==> src/rtl/mem_transfer_ctrl.sv <==
// mem_transfer_ctrl
// Memory-transfer sequencer between core_control, the input port, a
// synchronous-read data memory and the processing register bank.
//   STORE (100): streams mc_data_length words (clamped to the memory depth)
//                from the input handshake into memory, starting at address 0.
//   LOAD  (010): copies the next chunk of up to REG_DEPTH stored words from
//                memory into the register bank; unused slots read as 0.
//   Every operation ends with a one-cycle mc_done pulse. mc_data_done is
//   high once every stored word has been moved into the register bank.
//
// Ports
//   mc_clk, mc_reset      clock, synchronous active-high reset
//   mc_data_contition     command code (100 store, 010 load, 001/000 neutral)
//   mc_data_length        store word count, sampled when STORE is accepted
//   mc_data_in*           input word handshake (ready decoded from state)
//   mc_mem_*              memory address / write enable / write data / read data
//   mc_reg_data           register bank, slot i at [i*DATA_W +: DATA_W]
//   mc_done, mc_data_done operation-complete pulse, all-words-loaded level
//
// Optional build macro MC_CMD_ERR_EN adds a sticky mc_cmd_err output that
// flags illegal codes in IDLE and conflicting commands during an operation.
//
// state  | meaning
// IDLE   | waiting for a new (changed) 100/010 command
// STORE  | accepting input words, one memory write per accepted word
// WLAST  | last store write on the bus, ready already low
// LOAD   | issuing read addresses and capturing returned words
// DONE   | mc_done high for this single cycle

module mem_transfer_ctrl #(
    parameter int ADDR_W    = 6,
    parameter int DATA_W    = 8,
    parameter int REG_DEPTH = 4
) (
    input  logic                        mc_clk,
    input  logic                        mc_reset,
    input  logic [2:0]                  mc_data_contition,
    input  logic [ADDR_W:0]             mc_data_length,
    input  logic [DATA_W-1:0]           mc_data_in,
    input  logic                        mc_data_in_valid,
    output logic                        mc_data_in_ready,
    output logic [ADDR_W-1:0]           mc_mem_addr,
    output logic                        mc_mem_we,
    output logic [DATA_W-1:0]           mc_mem_wdata,
    input  logic [DATA_W-1:0]           mc_mem_rdata,
    output logic [DATA_W*REG_DEPTH-1:0] mc_reg_data,
    output logic                        mc_done,
    output logic                        mc_data_done
`ifdef MC_CMD_ERR_EN
    ,
    output logic                        mc_cmd_err
`endif
);

    localparam logic [2:0] CMD_IDLE  = 3'b000;
    localparam logic [2:0] CMD_PROC  = 3'b001;
    localparam logic [2:0] CMD_LOAD  = 3'b010;
    localparam logic [2:0] CMD_STORE = 3'b100;

    localparam logic [ADDR_W:0] MEM_DEPTH   = {1'b1, {ADDR_W{1'b0}}};
    localparam logic [ADDR_W:0] REG_DEPTH_W = (ADDR_W+1)'(REG_DEPTH);

    typedef enum logic [2:0] {S_IDLE, S_STORE, S_WLAST, S_LOAD, S_DONE} state_t;

    state_t                      state_q;
    logic [2:0]                  last_cmd_q;
    logic [ADDR_W-1:0]           wr_ptr_q;
    logic [ADDR_W-1:0]           rd_ptr_q;
    logic [ADDR_W:0]             len_q;
    logic [ADDR_W:0]             wr_cnt_q;
    logic [ADDR_W:0]             remaining_q;
    logic [ADDR_W:0]             load_n_q;
    logic [ADDR_W:0]             load_cyc_q;
    logic [ADDR_W-1:0]           addr_q;
    logic                        we_q;
    logic [DATA_W-1:0]           wdata_q;
    logic [DATA_W*REG_DEPTH-1:0] reg_q;
    logic                        done_q;
    logic                        data_done_q;

    logic [ADDR_W:0]             store_len_d;
    logic [ADDR_W:0]             load_n_d;
    logic                        cmd_new;

    always_comb begin
        store_len_d = (mc_data_length > MEM_DEPTH) ? MEM_DEPTH : mc_data_length;
        load_n_d    = (remaining_q > REG_DEPTH_W) ? REG_DEPTH_W : remaining_q;
        // a held code must not restart the operation it already triggered
        cmd_new     = ((mc_data_contition == CMD_STORE) || (mc_data_contition == CMD_LOAD))
                      && (mc_data_contition != last_cmd_q);
    end

    assign mc_data_in_ready = (state_q == S_STORE);
    assign mc_mem_addr      = addr_q;
    assign mc_mem_we        = we_q;
    assign mc_mem_wdata     = wdata_q;
    assign mc_reg_data      = reg_q;
    assign mc_done          = done_q;
    assign mc_data_done     = data_done_q;

    always_ff @(posedge mc_clk) begin
        if (mc_reset) begin
            state_q     <= S_IDLE;
            last_cmd_q  <= CMD_IDLE;
            wr_ptr_q    <= '0;
            rd_ptr_q    <= '0;
            len_q       <= '0;
            wr_cnt_q    <= '0;
            remaining_q <= '0;
            load_n_q    <= '0;
            load_cyc_q  <= '0;
            addr_q      <= '0;
            we_q        <= 1'b0;
            wdata_q     <= '0;
            reg_q       <= '0;
            done_q      <= 1'b0;
            data_done_q <= 1'b0;
        end else begin
            done_q <= 1'b0;
            if ((mc_data_contition == CMD_IDLE) || (mc_data_contition == CMD_PROC)) begin
                last_cmd_q <= CMD_IDLE;
            end
            case (state_q)
                S_IDLE: begin
                    we_q <= 1'b0;
                    if (cmd_new && (mc_data_contition == CMD_STORE)) begin
                        len_q    <= store_len_d;
                        wr_ptr_q <= '0;
                        wr_cnt_q <= '0;
                        if (store_len_d == '0) begin
                            remaining_q <= '0;
                            rd_ptr_q    <= '0;
                            data_done_q <= 1'b1;
                            done_q      <= 1'b1;
                            last_cmd_q  <= CMD_STORE;
                            state_q     <= S_DONE;
                        end else begin
                            data_done_q <= 1'b0;
                            state_q     <= S_STORE;
                        end
                    end else if (cmd_new) begin
                        if (remaining_q == '0) begin
                            done_q     <= 1'b1;
                            last_cmd_q <= CMD_LOAD;
                            state_q    <= S_DONE;
                        end else begin
                            load_n_q   <= load_n_d;
                            load_cyc_q <= (ADDR_W+1)'(1);
                            addr_q     <= rd_ptr_q;
                            for (int i = 0; i < REG_DEPTH; i++) begin
                                if ((ADDR_W+1)'(i) >= load_n_d) begin
                                    reg_q[i*DATA_W +: DATA_W] <= '0;
                                end
                            end
                            state_q <= S_LOAD;
                        end
                    end
                end
                S_STORE: begin
                    if (mc_data_in_valid) begin
                        we_q     <= 1'b1;
                        addr_q   <= wr_ptr_q;
                        wdata_q  <= mc_data_in;
                        wr_ptr_q <= wr_ptr_q + ADDR_W'(1);
                        wr_cnt_q <= wr_cnt_q + (ADDR_W+1)'(1);
                        if (wr_cnt_q + (ADDR_W+1)'(1) == len_q) begin
                            state_q <= S_WLAST;
                        end
                    end else begin
                        we_q <= 1'b0;
                    end
                end
                S_WLAST: begin
                    we_q        <= 1'b0;
                    rd_ptr_q    <= '0;
                    remaining_q <= len_q;
                    done_q      <= 1'b1;
                    last_cmd_q  <= CMD_STORE;
                    state_q     <= S_DONE;
                end
                S_LOAD: begin
                    we_q <= 1'b0;
                    // read data lags its address by one cycle, so load cycle t
                    // returns the word addressed in cycle t-1 (slot t-2)
                    for (int i = 0; i < REG_DEPTH; i++) begin
                        if (load_cyc_q == (ADDR_W+1)'(i + 2)) begin
                            reg_q[i*DATA_W +: DATA_W] <= mc_mem_rdata;
                        end
                    end
                    if (load_cyc_q < load_n_q) begin
                        addr_q <= addr_q + ADDR_W'(1);
                    end
                    load_cyc_q <= load_cyc_q + (ADDR_W+1)'(1);
                    if (load_cyc_q == load_n_q + (ADDR_W+1)'(1)) begin
                        rd_ptr_q    <= rd_ptr_q + load_n_q[ADDR_W-1:0];
                        remaining_q <= remaining_q - load_n_q;
                        data_done_q <= (remaining_q == load_n_q);
                        done_q      <= 1'b1;
                        last_cmd_q  <= CMD_LOAD;
                        state_q     <= S_DONE;
                    end
                end
                S_DONE: begin
                    state_q <= S_IDLE;
                end
                default: begin
                    state_q <= S_IDLE;
                end
            endcase
        end
    end

`ifdef MC_CMD_ERR_EN
    logic cmd_err_q;
    logic cmd_illegal;

    // any code with two or more bits set is not a valid command
    assign cmd_illegal = (mc_data_contition[2] & mc_data_contition[1])
                       | (mc_data_contition[2] & mc_data_contition[0])
                       | (mc_data_contition[1] & mc_data_contition[0]);

    always_ff @(posedge mc_clk) begin
        if (mc_reset) begin
            cmd_err_q <= 1'b0;
        end else begin
            case (state_q)
                S_IDLE:          if (cmd_illegal) cmd_err_q <= 1'b1;
                S_STORE, S_WLAST: if (mc_data_contition == CMD_LOAD) cmd_err_q <= 1'b1;
                S_LOAD:          if (mc_data_contition == CMD_STORE) cmd_err_q <= 1'b1;
                default:         cmd_err_q <= cmd_err_q;
            endcase
        end
    end

    assign mc_cmd_err = cmd_err_q;
`endif

endmodule

==> config.mk <==
export PLATFORM = sky130hd
export DESIGN_NAME = mem_transfer_ctrl
export DESIGN_NICKNAME = d
export VERILOG_FILES = /design/src/rtl/mem_transfer_ctrl.sv
export SDC_FILE = /design/constraint.sdc
export NUM_CORES = 1
export LEC_CHECK = 0
export BUFFER_PORTS_ARGS = -buffer_cell sky130_fd_sc_hd__buf_2
export CORE_MARGIN = 5
export CORE_UTILIZATION = 40
export CTS_CLUSTER_SIZE = 28
export DETAILED_ROUTE_END_ITERATION = 10
export PLACE_DENSITY = 0.65
export SYNTH_ARGS = -nofsm -noshare
export SYNTH_HDL_FRONTEND = slang
export SYNTH_SLANG_ARGS = --single-unit
export TNS_END_PERCENT = 20
==> constraint.sdc <==
create_clock -name mc_clk -period 2.38 [get_ports mc_clk]
set_input_delay 0.357 -clock mc_clk [delete_from_list [all_inputs] [get_ports mc_clk]]
set_output_delay 0.357 -clock mc_clk [all_outputs]
set_load 0.005 [all_outputs]
# Word level (Yosys, flattened, before mapping)
# Index checks and enable logic that the tools add are counted.
dict set report totals {
  regBits 102
  latch_bits 0
  ram_bits 0
  rom_bits 0
  output_inout_bits 50
  wordCells 157
  n_memories 0
}
dict set report classes {
  add_sub_neg 7
  multipliers 0
  div_mod_pow 0
  magnitude_cmp 7
  n_eq_ne 32
  shifts 0
  n_mux 64
  bitwise_logic 2
  n_reduce_logical 27
}
# cell count
set ops {}
lappend ops {{32-bit 2-to-1 mux} 3}
lappend ops {{7-bit 2-to-1 mux} 10}
lappend ops {{8-bit 2-to-1 mux} 8}
lappend ops {{32-bit one-hot mux with 2 select lines} 1}
lappend ops {{6-bit 2-to-1 mux} 10}
lappend ops {{3-bit 2-to-1 mux} 13}
lappend ops {{6-bit one-hot mux with 3 select lines} 2}
lappend ops {{2-bit != test (second input constant)} 16}
lappend ops {{6-bit AND reduction} 5}
lappend ops {{7-bit one-hot mux with 2 select lines} 2}
lappend ops {{7-bit by 1-bit adder with 7-bit output (second input constant)} 3}
lappend ops {{7-bit equality test} 3}
lappend ops {{7-bit one-hot mux with 3 select lines} 1}
lappend ops {{4-bit AND reduction} 4}
lappend ops {{7-bit by 2-bit equality test with 1-bit output (second input constant)} 2}
lappend ops {{7-bit by 3-bit equality test with 1-bit output (second input constant)} 2}
lappend ops {{1-bit by 7-bit greater-or-equal comparator with 1-bit output (first input constant)} 2}
lappend ops {{2-bit by 7-bit greater-or-equal comparator with 1-bit output (first input constant)} 2}
lappend ops {{7-bit zero test} 2}
lappend ops {{6-bit by 1-bit adder with 6-bit output (second input constant)} 2}
lappend ops {{3-bit one-hot mux with 4 select lines} 1}
lappend ops {{6-bit one-hot mux with 2 select lines} 1}
lappend ops {{3-bit by 2-bit equality test with 1-bit output (second input constant)} 3}
lappend ops {{3-bit one-hot mux with 3 select lines} 1}
lappend ops {{other kinds (22)} 40}

# Depth between registers and ports, before layout
dict set report logic_depth {
  word_depth 8
  depth_mapped 10
  depth_no_buf 10
}

# Worst setup path after synthesis
# No wires, ideal clock.
dict set report synth_timing {
  kind {flip-flop to flip-flop}
  start {register load_n_q[0]}
  end {register remaining_q[5]}
  setup_ns 0.122
  t_arrival_ns 2.395
  path_slack_ns -0.136
  path_stages_with_launch 8
  n_path_buf 1
  period_less_slack_ns 2.516
  path_cell_list {dfxtp_1 > ha_1 > clkbuf_1 > or4_1 > a211o_1 > a211oi_2 > nor3_2 > a221o_1}
}
dict set report synth_via {
  elab_chain_cells 4
  word_cells_on_any_way 7
}
# item line_no
set synth_lines {}
lappend synth_lines {{start: declaration} 72} ;# logic [ADDR_W:0] load_n_q;
lappend synth_lines {{start signal: assignment} 147} ;# load_n_q <= load_n_d;
lappend synth_lines {{7-bit by 1-bit adder with 7-bit output} 194} ;# if (load_cyc_q == load_n_q + (ADDR_W+1)'(1)) begin
lappend synth_lines {{7-bit equality test} 194}
lappend synth_lines {{2-bit != test (no line)} --}
lappend synth_lines {{4-bit AND reduction (no line)} --}
lappend synth_lines {{end signal: assignment} 176} ;# remaining_q <= len_q;
lappend synth_lines {{end signal: assignment} 196} ;# remaining_q <= remaining_q - load_n_q;
lappend synth_lines {{end: declaration} 71} ;# logic [ADDR_W:0] remaining_q;
# Parallel ways exist; a longest one is shown, timed or not. The select of a mux whose other input is x is not followed.
# A chain may end at the register's enable or synchronous reset.

# Final worst setup path
dict set report layout_timing {
  start {register remaining_q[1]}
  end {register remaining_q[5]}
}
dict set report layout_via {
  elab_chain_cells 3
}
# item line_no
set layout_lines {}
lappend layout_lines {{7-bit subtractor} 196}
lappend layout_lines {{7-bit 2-to-1 mux} 194}
lappend layout_lines {{7-bit one-hot mux with 3 select lines} 123} ;# case (state_q)
# No other way between the ends. The select of a mux whose other input is x is not followed.

==> flow_summary_export.csv <==
group,metric,value,unit
route,drc_violation_count_after_routing,0,
synthesis,postSynthCellCount,664,
synthesis,async_reset_ff_share,0,%
synthesis,avgSynthCellArea,8.46,µm²
critical_path,timing_worst_setup_path_type,"register to register",
clocking,cts_tree,"built",
power_and_ir_drop,pwr_per_cell_area,739,mW/mm²
timing,slew_headroom,58.4,%
die,ioPinCount,79,
clocking,cts-buffers-inserted,9,
clocking,max-clock-path-buffers,2,
route,dr.first_iter.drc_count,334,
die,floorplan.initialDensity,40.6,%
route,vias_per_cell,5.56,
synthesis,synth_cell_area,0.00562,mm²
run,timing.max_cap.violations,0,
finish,fillers,1284,
route,detail_route.wirelength,15900,µm
global_routing,grt_first_pass_wirelength,26000,µm
timing,report.final.hold_viol_count,0,
clocking,cts_root_buffer,"clkbuf_16",
place,place_congestion,0.916,
status,outcome,"finished, violations left",
place,place_inst,935,
timing,fin_ws,-0.00259,ns
die,die_area,0.0165,mm²
critical_path,crit_arrival,2.69,ns
place,port_buffers,78,
finish,multiInputGateArea,0.00346,mm²
finish,layout-drive-gt1-share,21.9,%
global_routing,first_global_vias,5133,
clocking,cts.clk_slew.worst_paths,0.08,ns
critical_path,critical_path.max_fanout,8,
critical_path,cp.required,2.69,ns
clocking,clock_tree.htree_level_count,3,
clocking,hold_buffers,0,
timing,maxSlewViolCount,0,
die,num_rows,43,
synthesis,synth_flop_cell,"dfxtp_1",
synthesis,synth_area_leader_cell,"dfxtp_1",
finish,finalNetCount,824,
power_and_ir_drop,total_power,5.07,mW
timing,grt_setup_unrepaired,"true",
die,die_x,129,µm
critical_path,worst_setup_path_end_kind,"register",
die,placeableCoreArea,0.0138,mm²
global_routing,grt.met2_usage,31.1,%
route,routed-via-count,5294,
power_and_ir_drop,vdd.ir_drop.worst,0.000808,V
global_routing,grtUsageMet3,5.73,%
finish,diodes,0,
synthesis,mappedNetlistNets,721,
global_routing,top_usage_layer,"met2",
synthesis,synth.area.top_cells,"dfxtp_1 (36%), mux2i_1 (6.4%), ha_1 (5.8%), nor2_1 (5.6%), a21oi_1 (4.5%)",
timing,report.final.setup_viol,1,
route,postRouteAntennaNets,0,
timing,period_needed,2.38,ns
finish,utilization,49.6,%
finish,area_delta_synth_final,22.0,%
global_routing,leftover_overflow_at_the_end_of_global_routing,0,
critical_path,worst_setup_path_start_kind,"register",
timing,skew,0.0107,ns
route,routedWlPerCell,16.7,µm
clocking,clkLatencyLatePin,0.36,ns
die,die_height,129,µm
synthesis,fraction_of_synthesized_cell_area_taken_by_the_top_area_cell_type,36.3,%
finish,layout_common_cells,"dfxtp_1 (98), nor2_1 (84), buf_2 (78)",
finish,layout.cells.most_common,"dfxtp_1",
timing,fmax,420,MHz
global_routing,groute.layer.met1.usage,25.6,%
synthesis,synth_edf_count,0,
clocking,clkSinkCount,102,
finish,seq_area,0.00205,mm²
synthesis,yosysSeqAreaShare,36.3,%
finish,final_cell_count_no_fill,952,
global_routing,grt_max_degree,29,
synthesis,ys_types,76,
route,detailedRoute.firstPassIterationCount,7,
synthesis,synth.yosys.warnings,0,
global_routing,track_usage,19.4,%
global_routing,number_of_antenna_violations_at_the_first_check_in_global_routing,0,
timing,min_period_over_period,100,%
min_path,hp-class,"primary input to register",
status,failing_checks,"negative setup slack",
synthesis,synth-seq-cells,102,
timing,worst_pin_slew,0.620,ns
power_and_ir_drop,p_leak,2.97,nW
place,place_hpwl,12200,µm
[flip-flops by register name (all words and copies together) (netlist names)]
| register | cells |
|---|---|
| mc_mem_we | 1 |
| rd_ptr_q | 6 |
| wr_ptr_q | 6 |
| mc_done | 1 |
| remaining_q | 7 |
| load_cyc_q | 7 |
| last_cmd_q | 3 |
| state_q | 3 |
| wr_cnt_q | 7 |
| mc_mem_addr | 6 |
| mc_reg_data | 32 |
| len_q | 7 |
| load_n_q | 7 |
| mc_mem_wdata | 8 |
| mc_data_done | 1 |
[kinds of logic (layout without fill, tap and decap cells)]
family                   count (synthesis)  after routing  synth area share [%]
multiplexers                            37             37                  6.61
AO/OA/AOI/OAI                          154            154                  19.0
AND/OR/NAND/NOR                        259            259                  22.6
XOR/XNOR                                34             34                  5.55
adder cells (fa/ha/maj)                 28             28                  6.50
buffers and inverters                   50            158                  3.39
flip-flops                             102            102                  36.3
[critical path, cell delays in order (launching register included)]
cell,delay (ns)
dfxtp_1,0.50
ha_1,0.30
nor2b_1,0.15
o21a_1,0.18
o21a_1,0.23
or4b_2,0.63
o311ai_0,0.14
a221o_1,0.19
[metal layers]
| metal | wire length (µm) | vias up |
|---|---|---|
| met3 | 1030 | 24 |
| met4 | 276 | 0 |
| met2 | 7310 | 160 |
| li1 | - | 2596 |
| met1 | 7300 | 2514 |
| met5 | 0 | - |
[final cells by class]
class	count	share of cell area, %
multi-input combinational	512	50.5
tap	180	3.29
inverter	19	1.04
timing repair buffer	123	10.6
clock inverter	7	1.30
sequential	102	29.9
clock buffer	9	3.29
[Yosys cell counts (2+ instances only)]
cell and n:
xnor2_1 19, buf_2 2, inv_1 18, nor4_1 3, nand2_1 65, o21ai_1 3
o21ai_0 17, or2_2 3, dfxtp_1 102, a21oi_1 51, or3_1 5, nor3b_1 10
a22o_1 5, nand3b_1 2, a22oi_1 4, or4b_2 2, nand2b_1 7, o21a_1 3
o2111a_1 2, xor2_1 14, nor3_2 2, nand3_1 18, a41oi_1 2, a21o_1 6
nor2_1 84, clkbuf_1 28, nand4_1 9, nor3_1 16, a211o_1 2, o211a_1 2
nor2b_1 6, ha_1 26, mux2i_1 36, and3_1 16, a31oi_1 12, a211oi_1 14
o41ai_1 2, o31ai_1 2, fa_1 2, o211ai_1 6
[power by group]
part / switching, mW / internal (mW) / total, mW
clock: 0.738 / 0.844 / 1.58
sequential: 0.0799 / 1.80 / 1.88
combinational: 1.00 / 0.598 / 1.60
[repair_timing]
| action | in CTS | in global routing |
|---|---|---|
| endpoints found under the hold margin | 0 | 0 |
| gates resized for setup | 0 | 12 |
| buffers inserted | 0 | 1 |
| setup endpoints to repair | 0 | 25 |
[through the flow]
step	setup TNS [ns]	hold slack [ns]	setup slack [ns]	area, µm²
5_1_grt	-0.128	0.231	-0.0663	6850
3_5_place_dp	0	0.444	0.0213	6480
2_1_floorplan	0	0.448	0.000365	5660
4_1_cts	0	0.222	0.0141	6790
6_report	-0.00259	0.230	-0.00259	6850
3_3_place_gp	0	0.439	0.0376	6480
[path summary, 6_finish.rpt]
| path | startpoint | to | slack, ns | depth (start not counted) |
|---|---|---|---|---|
| max | remaining_q[1] | remaining_q[5] | -0.003 | 7 |
| min | mc_data_in[1] | mc_mem_wdata[1] | 0.23 | 3 |
| max reg2reg | remaining_q[1] | remaining_q[5] | -0.003 | 7 |
| min reg2reg | mc_mem_wdata[2] | mc_mem_wdata[2] | 0.45 | 2 |
(Power assumes the default switching activity.)
